--- src/rtl/mlp_axil_pkg.sv ---
// Shared constants for the MLP accelerator AXI4-Lite register file:
// register slots, CONTROL/STATUS bit positions, response codes, helpers.
package mlp_axil_pkg;

  localparam int DATA_W = 32;

  // Word slot index = byte offset [4:2]
  localparam logic [2:0] IDX_INPUT   = 3'd0;
  localparam logic [2:0] IDX_HIDDEN  = 3'd1;
  localparam logic [2:0] IDX_OUTPUT  = 3'd2;
  localparam logic [2:0] IDX_CONTROL = 3'd3;
  localparam logic [2:0] IDX_STATUS  = 3'd4;

  localparam logic [4:0] OFF_INPUT   = 5'h00;
  localparam logic [4:0] OFF_HIDDEN  = 5'h04;
  localparam logic [4:0] OFF_OUTPUT  = 5'h08;
  localparam logic [4:0] OFF_CONTROL = 5'h0C;
  localparam logic [4:0] OFF_STATUS  = 5'h10;

  localparam int CTRL_EN        = 0;
  localparam int CTRL_DAT_RDY   = 1;
  localparam int STAT_BUSY      = 0;
  localparam int STAT_DONE      = 1;
  localparam int STAT_LAYER_LSB = 2;

  // Hidden layer sizes packed one per byte of HIDDEN_NUM
  localparam int HID1_LSB = 0;
  localparam int HID2_LSB = 8;
  localparam int HID3_LSB = 16;
  localparam int HID4_LSB = 24;

  localparam logic [1:0] RESP_OKAY   = 2'b00;
  localparam logic [1:0] RESP_SLVERR = 2'b10;

  function automatic logic [DATA_W-1:0] apply_strb(
    input logic [DATA_W-1:0] old,
    input logic [DATA_W-1:0] data,
    input logic [3:0]        strb
  );
    logic [DATA_W-1:0] r;
    r = old;
    for (int i = 0; i < 4; i++)
      if (strb[i]) r[8*i +: 8] = data[8*i +: 8];
    return r;
  endfunction

endpackage

--- src/rtl/mlp_axil_regs_if.sv ---
// AXI4-Lite bus bundle between the PS (master) and the register file
// (slave): AW, W, B, AR and R channels.
interface mlp_axil_regs_if #(
  parameter int ADDR_W = 5
);
  logic [ADDR_W-1:0] awaddr;
  logic [2:0]        awprot;
  logic              awvalid;
  logic              awready;
  logic [31:0]       wdata;
  logic [3:0]        wstrb;
  logic              wvalid;
  logic              wready;
  logic [1:0]        bresp;
  logic              bvalid;
  logic              bready;
  logic [ADDR_W-1:0] araddr;
  logic [2:0]        arprot;
  logic              arvalid;
  logic              arready;
  logic [31:0]       rdata;
  logic [1:0]        rresp;
  logic              rvalid;
  logic              rready;

  modport master (
    output awaddr, awprot, awvalid,
    output wdata, wstrb, wvalid, bready,
    output araddr, arprot, arvalid, rready,
    input  awready, wready, bresp, bvalid,
    input  arready, rdata, rresp, rvalid
  );

  modport slave (
    input  awaddr, awprot, awvalid,
    input  wdata, wstrb, wvalid, bready,
    input  araddr, arprot, arvalid, rready,
    output awready, wready, bresp, bvalid,
    output arready, rdata, rresp, rvalid
  );
endinterface

--- src/rtl/mlp_axil_regs_wr_join.sv ---
// AW/W one-entry holding buffers joined into a single write commit,
// plus the B response. Ports: AW/W/B channel, commit strobe + payload.
module axil_wr_join
  import mlp_axil_pkg::*;
#(
  parameter int ADDR_W = 5
) (
  input  logic              clk,
  input  logic              rst_n,
  input  logic              live,
  input  logic [ADDR_W-1:0] awaddr,
  input  logic              awvalid,
  output logic              awready,
  input  logic [31:0]       wdata,
  input  logic [3:0]        wstrb,
  input  logic              wvalid,
  output logic              wready,
  input  logic              bready,
  output logic              bvalid,
  output logic [1:0]        bresp,
  input  logic              slverr,
  output logic              commit,
  output logic [ADDR_W-1:0] addr,
  output logic [31:0]       data,
  output logic [3:0]        strb
);
  logic              aw_full;
  logic              w_full;
  logic [ADDR_W-1:0] aw_buf;
  logic [31:0]       w_buf;
  logic [3:0]        s_buf;
  logic              aw_hs;
  logic              w_hs;

  assign awready = live && !aw_full && !bvalid;
  assign wready  = live && !w_full && !bvalid;
  assign aw_hs   = awvalid && awready;
  assign w_hs    = wvalid && wready;

  // Commit as soon as both halves are present, buffered or live
  assign commit = (aw_full || aw_hs) && (w_full || w_hs);
  assign addr   = aw_full ? aw_buf : awaddr;
  assign data   = w_full ? w_buf : wdata;
  assign strb   = w_full ? s_buf : wstrb;

  always_ff @(posedge clk or negedge rst_n) begin
    if (!rst_n) begin
      aw_full <= 1'b0;
      w_full  <= 1'b0;
      aw_buf  <= '0;
      w_buf   <= '0;
      s_buf   <= '0;
      bvalid  <= 1'b0;
      bresp   <= RESP_OKAY;
    end else begin
      if (commit) begin
        aw_full <= 1'b0;
      end else if (aw_hs) begin
        aw_full <= 1'b1;
        aw_buf  <= awaddr;
      end
      if (commit) begin
        w_full <= 1'b0;
      end else if (w_hs) begin
        w_full <= 1'b1;
        w_buf  <= wdata;
        s_buf  <= wstrb;
      end
      if (commit) begin
        bvalid <= 1'b1;
        bresp  <= slverr ? RESP_SLVERR : RESP_OKAY;
      end else if (bready) begin
        bvalid <= 1'b0;
      end
    end
  end
endmodule

--- src/rtl/mlp_axil_regs.sv ---
// AXI4-Lite register file for MLP configuration and core status.
// Ports: clk/rst, slave bus, cfg_* outputs, start_pulse, core status in.
module mlp_axil_regs
  import mlp_axil_pkg::*;
#(
  parameter int C_S00_AXI_DATA_WIDTH = 32,
  parameter int C_S00_AXI_ADDR_WIDTH = 5
) (
  input  logic                            s00_axi_aclk,
  input  logic                            s00_axi_aresetn,
  mlp_axil_regs_if.slave                  s00_axi,
  output logic [C_S00_AXI_DATA_WIDTH-1:0] cfg_input_num,
  output logic [C_S00_AXI_DATA_WIDTH-1:0] cfg_hidden_num,
  output logic [C_S00_AXI_DATA_WIDTH-1:0] cfg_output_num,
  output logic                            cfg_en,
  output logic                            cfg_dat_rdy,
  output logic                            start_pulse,
  input  logic                            core_busy,
  input  logic                            core_done,
  input  logic [2:0]                      core_layer
);
  localparam int AW = C_S00_AXI_ADDR_WIDTH;

  logic          live;
  logic          done;
  logic          commit;
  logic [AW-1:0] wr_addr;
  logic [31:0]   wr_data;
  logic [3:0]    wr_strb;
  logic [7:0]    wsel;
  logic          wr_err;
  logic          en_nxt;
  logic [7:0]    rsel;
  logic [31:0]   rd_data;
  logic          rd_err;
  logic          ar_hs;
  logic          unused_bits;

  // Readies stay low until the first edge after reset release
  always_ff @(posedge s00_axi_aclk or negedge s00_axi_aresetn) begin
    if (!s00_axi_aresetn) live <= 1'b0;
    else                  live <= 1'b1;
  end

  axil_wr_join #(.ADDR_W(AW)) u_wr (
    .clk     (s00_axi_aclk),
    .rst_n   (s00_axi_aresetn),
    .live    (live),
    .awaddr  (s00_axi.awaddr),
    .awvalid (s00_axi.awvalid),
    .awready (s00_axi.awready),
    .wdata   (s00_axi.wdata),
    .wstrb   (s00_axi.wstrb),
    .wvalid  (s00_axi.wvalid),
    .wready  (s00_axi.wready),
    .bready  (s00_axi.bready),
    .bvalid  (s00_axi.bvalid),
    .bresp   (s00_axi.bresp),
    .slverr  (wr_err),
    .commit  (commit),
    .addr    (wr_addr),
    .data    (wr_data),
    .strb    (wr_strb)
  );

  assign wsel   = 8'b1 << wr_addr[4:2];
  assign wr_err = wr_addr[4:2] > IDX_STATUS;
  assign en_nxt = wr_strb[0] ? wr_data[CTRL_EN] : cfg_en;

  always_ff @(posedge s00_axi_aclk or negedge s00_axi_aresetn) begin
    if (!s00_axi_aresetn) begin
      cfg_input_num  <= '0;
      cfg_hidden_num <= '0;
      cfg_output_num <= '0;
      cfg_en         <= 1'b0;
      cfg_dat_rdy    <= 1'b0;
      start_pulse    <= 1'b0;
    end else begin
      start_pulse <= 1'b0;
      if (commit) begin
        unique case (1'b1)
          wsel[IDX_INPUT]:
            cfg_input_num <= apply_strb(cfg_input_num, wr_data, wr_strb);
          wsel[IDX_HIDDEN]:
            cfg_hidden_num <= apply_strb(cfg_hidden_num, wr_data, wr_strb);
          wsel[IDX_OUTPUT]:
            cfg_output_num <= apply_strb(cfg_output_num, wr_data, wr_strb);
          wsel[IDX_CONTROL]: begin
            cfg_en      <= en_nxt;
            start_pulse <= en_nxt && !cfg_en;
            if (wr_strb[0]) cfg_dat_rdy <= wr_data[CTRL_DAT_RDY];
          end
          default: ;
        endcase
      end
    end
  end

  // Sticky done: a new core_done beats a same-cycle W1C
  always_ff @(posedge s00_axi_aclk or negedge s00_axi_aresetn) begin
    if (!s00_axi_aresetn)
      done <= 1'b0;
    else if (core_done)
      done <= 1'b1;
    else if (commit && wsel[IDX_STATUS] && wr_strb[0] && wr_data[STAT_DONE])
      done <= 1'b0;
  end

  assign rsel = 8'b1 << s00_axi.araddr[4:2];

  always_comb begin
    rd_data = '0;
    rd_err  = 1'b0;
    unique case (1'b1)
      rsel[IDX_INPUT]:   rd_data = cfg_input_num;
      rsel[IDX_HIDDEN]:  rd_data = cfg_hidden_num;
      rsel[IDX_OUTPUT]:  rd_data = cfg_output_num;
      rsel[IDX_CONTROL]: begin
        rd_data[CTRL_EN]      = cfg_en;
        rd_data[CTRL_DAT_RDY] = cfg_dat_rdy;
      end
      rsel[IDX_STATUS]: begin
        rd_data[STAT_BUSY]             = core_busy;
        rd_data[STAT_DONE]             = done;
        rd_data[STAT_LAYER_LSB +: 3]   = core_layer;
      end
      default: rd_err = 1'b1;
    endcase
  end

  assign s00_axi.arready = live && !s00_axi.rvalid;
  assign ar_hs = s00_axi.arvalid && s00_axi.arready;

  always_ff @(posedge s00_axi_aclk or negedge s00_axi_aresetn) begin
    if (!s00_axi_aresetn) begin
      s00_axi.rvalid <= 1'b0;
      s00_axi.rdata  <= '0;
      s00_axi.rresp  <= RESP_OKAY;
    end else if (ar_hs) begin
      s00_axi.rvalid <= 1'b1;
      s00_axi.rdata  <= rd_data;
      s00_axi.rresp  <= rd_err ? RESP_SLVERR : RESP_OKAY;
    end else if (s00_axi.rready) begin
      s00_axi.rvalid <= 1'b0;
    end
  end

  assign unused_bits = ^{s00_axi.awprot, s00_axi.arprot,
                         wr_addr[1:0], s00_axi.araddr[1:0]};
endmodule

--- src/flat_wrapper.sv ---
// flat-port wrapper written by rule: the top's interface ports become plain ports
module mlp_axil_regs_flat import mlp_axil_pkg::*;
#(
  parameter int C_S00_AXI_DATA_WIDTH = 32,
  parameter int C_S00_AXI_ADDR_WIDTH = 5
)
  (s00_axi_aclk, s00_axi_aresetn, cfg_input_num, cfg_hidden_num, cfg_output_num, cfg_en, cfg_dat_rdy, start_pulse, core_busy, core_done, core_layer, s00_axi_awaddr, s00_axi_awprot, s00_axi_awvalid, s00_axi_wdata, s00_axi_wstrb, s00_axi_wvalid, s00_axi_bready, s00_axi_araddr, s00_axi_arprot, s00_axi_arvalid, s00_axi_rready, s00_axi_awready, s00_axi_wready, s00_axi_bresp, s00_axi_bvalid, s00_axi_arready, s00_axi_rdata, s00_axi_rresp, s00_axi_rvalid);
  mlp_axil_regs_if #(.ADDR_W(5)) s00_axi_i ();
  input  logic s00_axi_aclk;
  input  logic s00_axi_aresetn;
  output logic [C_S00_AXI_DATA_WIDTH-1:0] cfg_input_num;
  output logic [C_S00_AXI_DATA_WIDTH-1:0] cfg_hidden_num;
  output logic [C_S00_AXI_DATA_WIDTH-1:0] cfg_output_num;
  output logic cfg_en;
  output logic cfg_dat_rdy;
  output logic start_pulse;
  input  logic core_busy;
  input  logic core_done;
  input  logic [2:0] core_layer;
  input wire logic [$bits(s00_axi_i.awaddr)-1:0] s00_axi_awaddr;
  input wire logic [$bits(s00_axi_i.awprot)-1:0] s00_axi_awprot;
  input wire logic [$bits(s00_axi_i.awvalid)-1:0] s00_axi_awvalid;
  input wire logic [$bits(s00_axi_i.wdata)-1:0] s00_axi_wdata;
  input wire logic [$bits(s00_axi_i.wstrb)-1:0] s00_axi_wstrb;
  input wire logic [$bits(s00_axi_i.wvalid)-1:0] s00_axi_wvalid;
  input wire logic [$bits(s00_axi_i.bready)-1:0] s00_axi_bready;
  input wire logic [$bits(s00_axi_i.araddr)-1:0] s00_axi_araddr;
  input wire logic [$bits(s00_axi_i.arprot)-1:0] s00_axi_arprot;
  input wire logic [$bits(s00_axi_i.arvalid)-1:0] s00_axi_arvalid;
  input wire logic [$bits(s00_axi_i.rready)-1:0] s00_axi_rready;
  output wire logic [$bits(s00_axi_i.awready)-1:0] s00_axi_awready;
  output wire logic [$bits(s00_axi_i.wready)-1:0] s00_axi_wready;
  output wire logic [$bits(s00_axi_i.bresp)-1:0] s00_axi_bresp;
  output wire logic [$bits(s00_axi_i.bvalid)-1:0] s00_axi_bvalid;
  output wire logic [$bits(s00_axi_i.arready)-1:0] s00_axi_arready;
  output wire logic [$bits(s00_axi_i.rdata)-1:0] s00_axi_rdata;
  output wire logic [$bits(s00_axi_i.rresp)-1:0] s00_axi_rresp;
  output wire logic [$bits(s00_axi_i.rvalid)-1:0] s00_axi_rvalid;
  assign s00_axi_i.awaddr = s00_axi_awaddr;
  assign s00_axi_i.awprot = s00_axi_awprot;
  assign s00_axi_i.awvalid = s00_axi_awvalid;
  assign s00_axi_i.wdata = s00_axi_wdata;
  assign s00_axi_i.wstrb = s00_axi_wstrb;
  assign s00_axi_i.wvalid = s00_axi_wvalid;
  assign s00_axi_i.bready = s00_axi_bready;
  assign s00_axi_i.araddr = s00_axi_araddr;
  assign s00_axi_i.arprot = s00_axi_arprot;
  assign s00_axi_i.arvalid = s00_axi_arvalid;
  assign s00_axi_i.rready = s00_axi_rready;
  assign s00_axi_awready = s00_axi_i.awready;
  assign s00_axi_wready = s00_axi_i.wready;
  assign s00_axi_bresp = s00_axi_i.bresp;
  assign s00_axi_bvalid = s00_axi_i.bvalid;
  assign s00_axi_arready = s00_axi_i.arready;
  assign s00_axi_rdata = s00_axi_i.rdata;
  assign s00_axi_rresp = s00_axi_i.rresp;
  assign s00_axi_rvalid = s00_axi_i.rvalid;
  mlp_axil_regs #(.C_S00_AXI_DATA_WIDTH(C_S00_AXI_DATA_WIDTH), .C_S00_AXI_ADDR_WIDTH(C_S00_AXI_ADDR_WIDTH)) u_core (.s00_axi_aclk(s00_axi_aclk), .s00_axi_aresetn(s00_axi_aresetn), .s00_axi(s00_axi_i), .cfg_input_num(cfg_input_num), .cfg_hidden_num(cfg_hidden_num), .cfg_output_num(cfg_output_num), .cfg_en(cfg_en), .cfg_dat_rdy(cfg_dat_rdy), .start_pulse(start_pulse), .core_busy(core_busy), .core_done(core_done), .core_layer(core_layer));
endmodule
--- config.mk ---
export PLATFORM = sky130hd
export DESIGN_NAME = mlp_axil_regs_flat
export DESIGN_NICKNAME = d
export VERILOG_FILES = /design/src/rtl/mlp_axil_pkg.sv /design/src/rtl/mlp_axil_regs_if.sv /design/src/rtl/mlp_axil_regs_wr_join.sv /design/src/rtl/mlp_axil_regs.sv /design/src/flat_wrapper.sv
export SDC_FILE = /design/constraint.sdc
export NUM_CORES = 1
export LEC_CHECK = 0
export ABC_AREA = 0
export CAP_MARGIN = 5
export CORE_MARGIN = 1
export CORE_UTILIZATION = 50
export DETAILED_ROUTE_END_ITERATION = 16
export PLACE_DENSITY = 0.81
export SKIP_LAST_GASP = 1
export SLEW_MARGIN = 25
export SYNTH_ARGS = -nofsm -noshare
export SYNTH_HDL_FRONTEND = slang
export SYNTH_HIERARCHICAL = 1
export SYNTH_SLANG_ARGS = --single-unit
--- constraint.sdc ---
create_clock -name s00_axi_aclk -period 2.3 [get_ports s00_axi_aclk]
set_input_delay 0.345 -clock s00_axi_aclk [delete_from_list [all_inputs] [get_ports s00_axi_aclk]]
set_output_delay 0.345 -clock s00_axi_aclk [all_outputs]
set_load 0.02 [all_outputs]
==> summary.md, run 1 <==
| Metric | Value |
|---|---|
| Run status | finished, final reports clean |
| Syn Area/Cell | between 10 and 15 sq um |
| Initial antenna violation count | 0 |
| Post-route clock period utilization | 96.3% |
| Worst flop-to-flop path startpoint | u_core/u_wr/bvalid$_DFFE_PN0P_ |
| Final instance area | between 10000 and 15000 sq um |
| CP Cell Sequence | buf_4 -> nor2_1 -> clkdlybuf4s50_1 |
| CP startpoint | u_core/u_wr/w_full$_DFFE_PN0P_ |
| Finish-stage setup viols | 0 |
| Post-CTS setup buffers | 0 |
| Worst setup EP type | primary output |
| Max-cap violations | 0 |
| Diode count | 0 |
| Met2 wire length | around 10 mm |
| Routed wl met3 | 1.40 mm |
| Power density over the cells | around 1200 nW/um^2 |
| CTS clk-pin slew, worst paths | roughly 0.060 ns |
| First-pass GRT wire length | 32.8 mm |
| TritonCTS Buffers | 17 |
| CP top delay family | buffers and inverters |
| P&R area growth vs syn | 35.0% |
| WP data required | between 1.5 and 2 ns |
| Max-slew violations | 0 |
| Crit-path max cell delay | roughly 0.61 ns |
| CP bufs+invs | 2 |
| Vias in the first global route | approximately 6000 |
| Post-DRT Antenna Nets | 0 |
| Share of cells above drive strength 1 | about a third |
| Gate Count Post-Synth | between 500 and 600 |
| Final Total Pwr | 13.7 mW |
| Unrepaired setup endpoints after global routing | no |
| H-tree Lvls | 4 |
| Wl on met1 | slightly above 9 mm |
| Final min period | 2.21 ns |
| Fill count | 1097 |
| Core ar. | 15900 sq um |
| Worst vdd ir | approximately 0.69 mV |
| Nets@finish | 825 |
| DR DRC count | 0 |
| Most frequent cells in the layout | clkdlybuf4s50_1, dfrtp_1, mux2_2, mux2_4, mux2i_1 |
| Worst-Skew Late Latency | around 0.42 ns |
| GPL Wtd Cong | between 0.7 and 0.8 |
| Row count | 46 |
| Vias per cell | 5.58 |
| Final WL | ~21 mm |
| Achievable clock frequency | roughly 450 MHz |
| # clock sinks | 178 |
| Final Hold Vio Count | 0 |
| Clk buf depth | 2 |
| Top Layer Used | met4 |
| R2R depth | 6 |
| R2R setup slack | 0.25 ns |
| Ports | between 200 and 250 |
| Slew at the pin closest to its max-slew limit | 0.993 ns |
| Slew HR | 33.6% |
| 1st-pass router iterations | 4 |
| Hpwl dp | ~15 mm |
| Die area | ~17000 sq um |
| Gr usage total | approximately a quarter |
| Via count | 5524 |
| Clock skew | 0.00886 ns |
| Chip Width | about 130 um |
| Critical R2R Capture | u_core/cfg_input_num[31]$_DFFE_PN0P_ |
| Critical path class | reg -> out |
| Die span in y | ~130 um |
| Synthesized area | about 8000 sq um |
| Synth Net Count | 620 |
| PortBufs | between 150 and 200 |
| Placed Area | about 10000 sq um |
| Worst min path class | in -> async |
| Avg WL per Cell | roughly 21 um |
| Largest net degree at the start of global routing | 48 |
| DR iter-0 viols | a little under 300 |
| YS warnings | 6 |
| GR Overflow Total | 0 |
| Most common cell after layout, fill and taps aside | clkdlybuf4s50_1 |
| TritonCTS clock tree | yes |
| Clk root buf | clkbuf_16 |
| CP max stage cell | clkdlybuf4s50_1 |
| Setup crit start kind | flip-flop |
| Leak | 5.01 nW |
| Top fanout value on the critical path | 11 |
| Starting Density | about half |
| Critical Path AT | between 1.5 and 2 ns |
## layer usage
| layer | global-route usage, % | vias up |
|---|---|---|
| li1 | - | 2454 |
| met1 | 34.3 | 2873 |
| met2 | 42.7 | 185 |
| met3 | 5.74 | 12 |
| met4 | 6.84 | 0 |
| met5 | 0 | - |
## power breakdown
group	internal (mW)	switching (mW)
Sequential	4.24	0.875
Clock	1.85	1.21
Combinational	3.06	2.43
## repair_timing
item,in CTS,in global routing
setup endpoints to repair,0,0
endpoints found under the hold margin,43,0
hold buffers,1,0
resized for setup,0,0
## registers in the layout, summed over array words and instances, names as in the netlist, 3 cells and up
name,cells
u_core/u_wr/w_buf,32
u_core/cfg_hidden_num,32
u_core/u_wr/s_buf,4
u_core/cfg_output_num,32
u_core/s00_axi.rdata,32
u_core/u_wr/aw_buf,3
u_core/cfg_input_num,32
## through the flow
| stage | worst slack [ns] | util [%] | TNS, ns | std cells | hold WS [ns] |
|---|---|---|---|---|---|
| 2_1_floorplan | 0.231 | - | 0 | 556 | 0.0494 |
| 3_3_place_gp | -0.0617 | 65.5 | -0.902 | 957 | 0.307 |
| 3_5_place_dp | -0.0953 | 65.5 | -1.64 | 957 | 0.311 |
| 6_report | 0.0855 | 69.5 | 0 | 990 | 0.428 |
| 4_1_cts | 0.0611 | 69.5 | 0 | 990 | 0.438 |
| 5_1_grt | 0.00742 | 69.5 | 0 | 990 | 0.468 |
## worst max path at each step
stage | cells past startpoint | end | slack [ns]
3_5_place_dp | 7 | u_core/cfg_input_num[31]$_DFFE_PN0P_ | -0.1
2_1_floorplan | 7 | u_core/cfg_output_num[0]$_DFFE_PN0P_ | 0.23
5_1_grt | 3 | s00_axi_wready | 0.007
4_1_cts | 3 | s00_axi_wready | 0.06
6_report | 3 | s00_axi_wready | 0.09
3_3_place_gp | 7 | u_core/cfg_input_num[31]$_DFFE_PN0P_ | -0.06
## area by class of cell
class                           instances  area, sq um  area share, %
Inverter                                3         11.3          0.102
Clock buffer                           19          443           4.00
Timing Repair Buffer                  218         2180           19.7
Multi-Input combinational cell        343         3540           31.9
Tap cell                              216          270           2.44
Clock inverter                         13          183           1.65
Sequential cell                       178         4460           40.2
## worst reg2reg max path: stages, from the launching register on
cell     delay [ns]
dfrtp_1        0.44
and3b_1        0.26
o22ai_1        0.09
inv_1          0.13
nor4b_4        0.39
nand2_2        0.25
mux2_1         0.36
Power figures use the tool's default switching activity.
==> run 2, diff against run 1 <==
Settings changed: ABC_CLOCK_PERIOD_IN_PS from default to 2300.
==> results of run 2 <==
No change in the layout: final DEF, timing and power equal those of run 1.
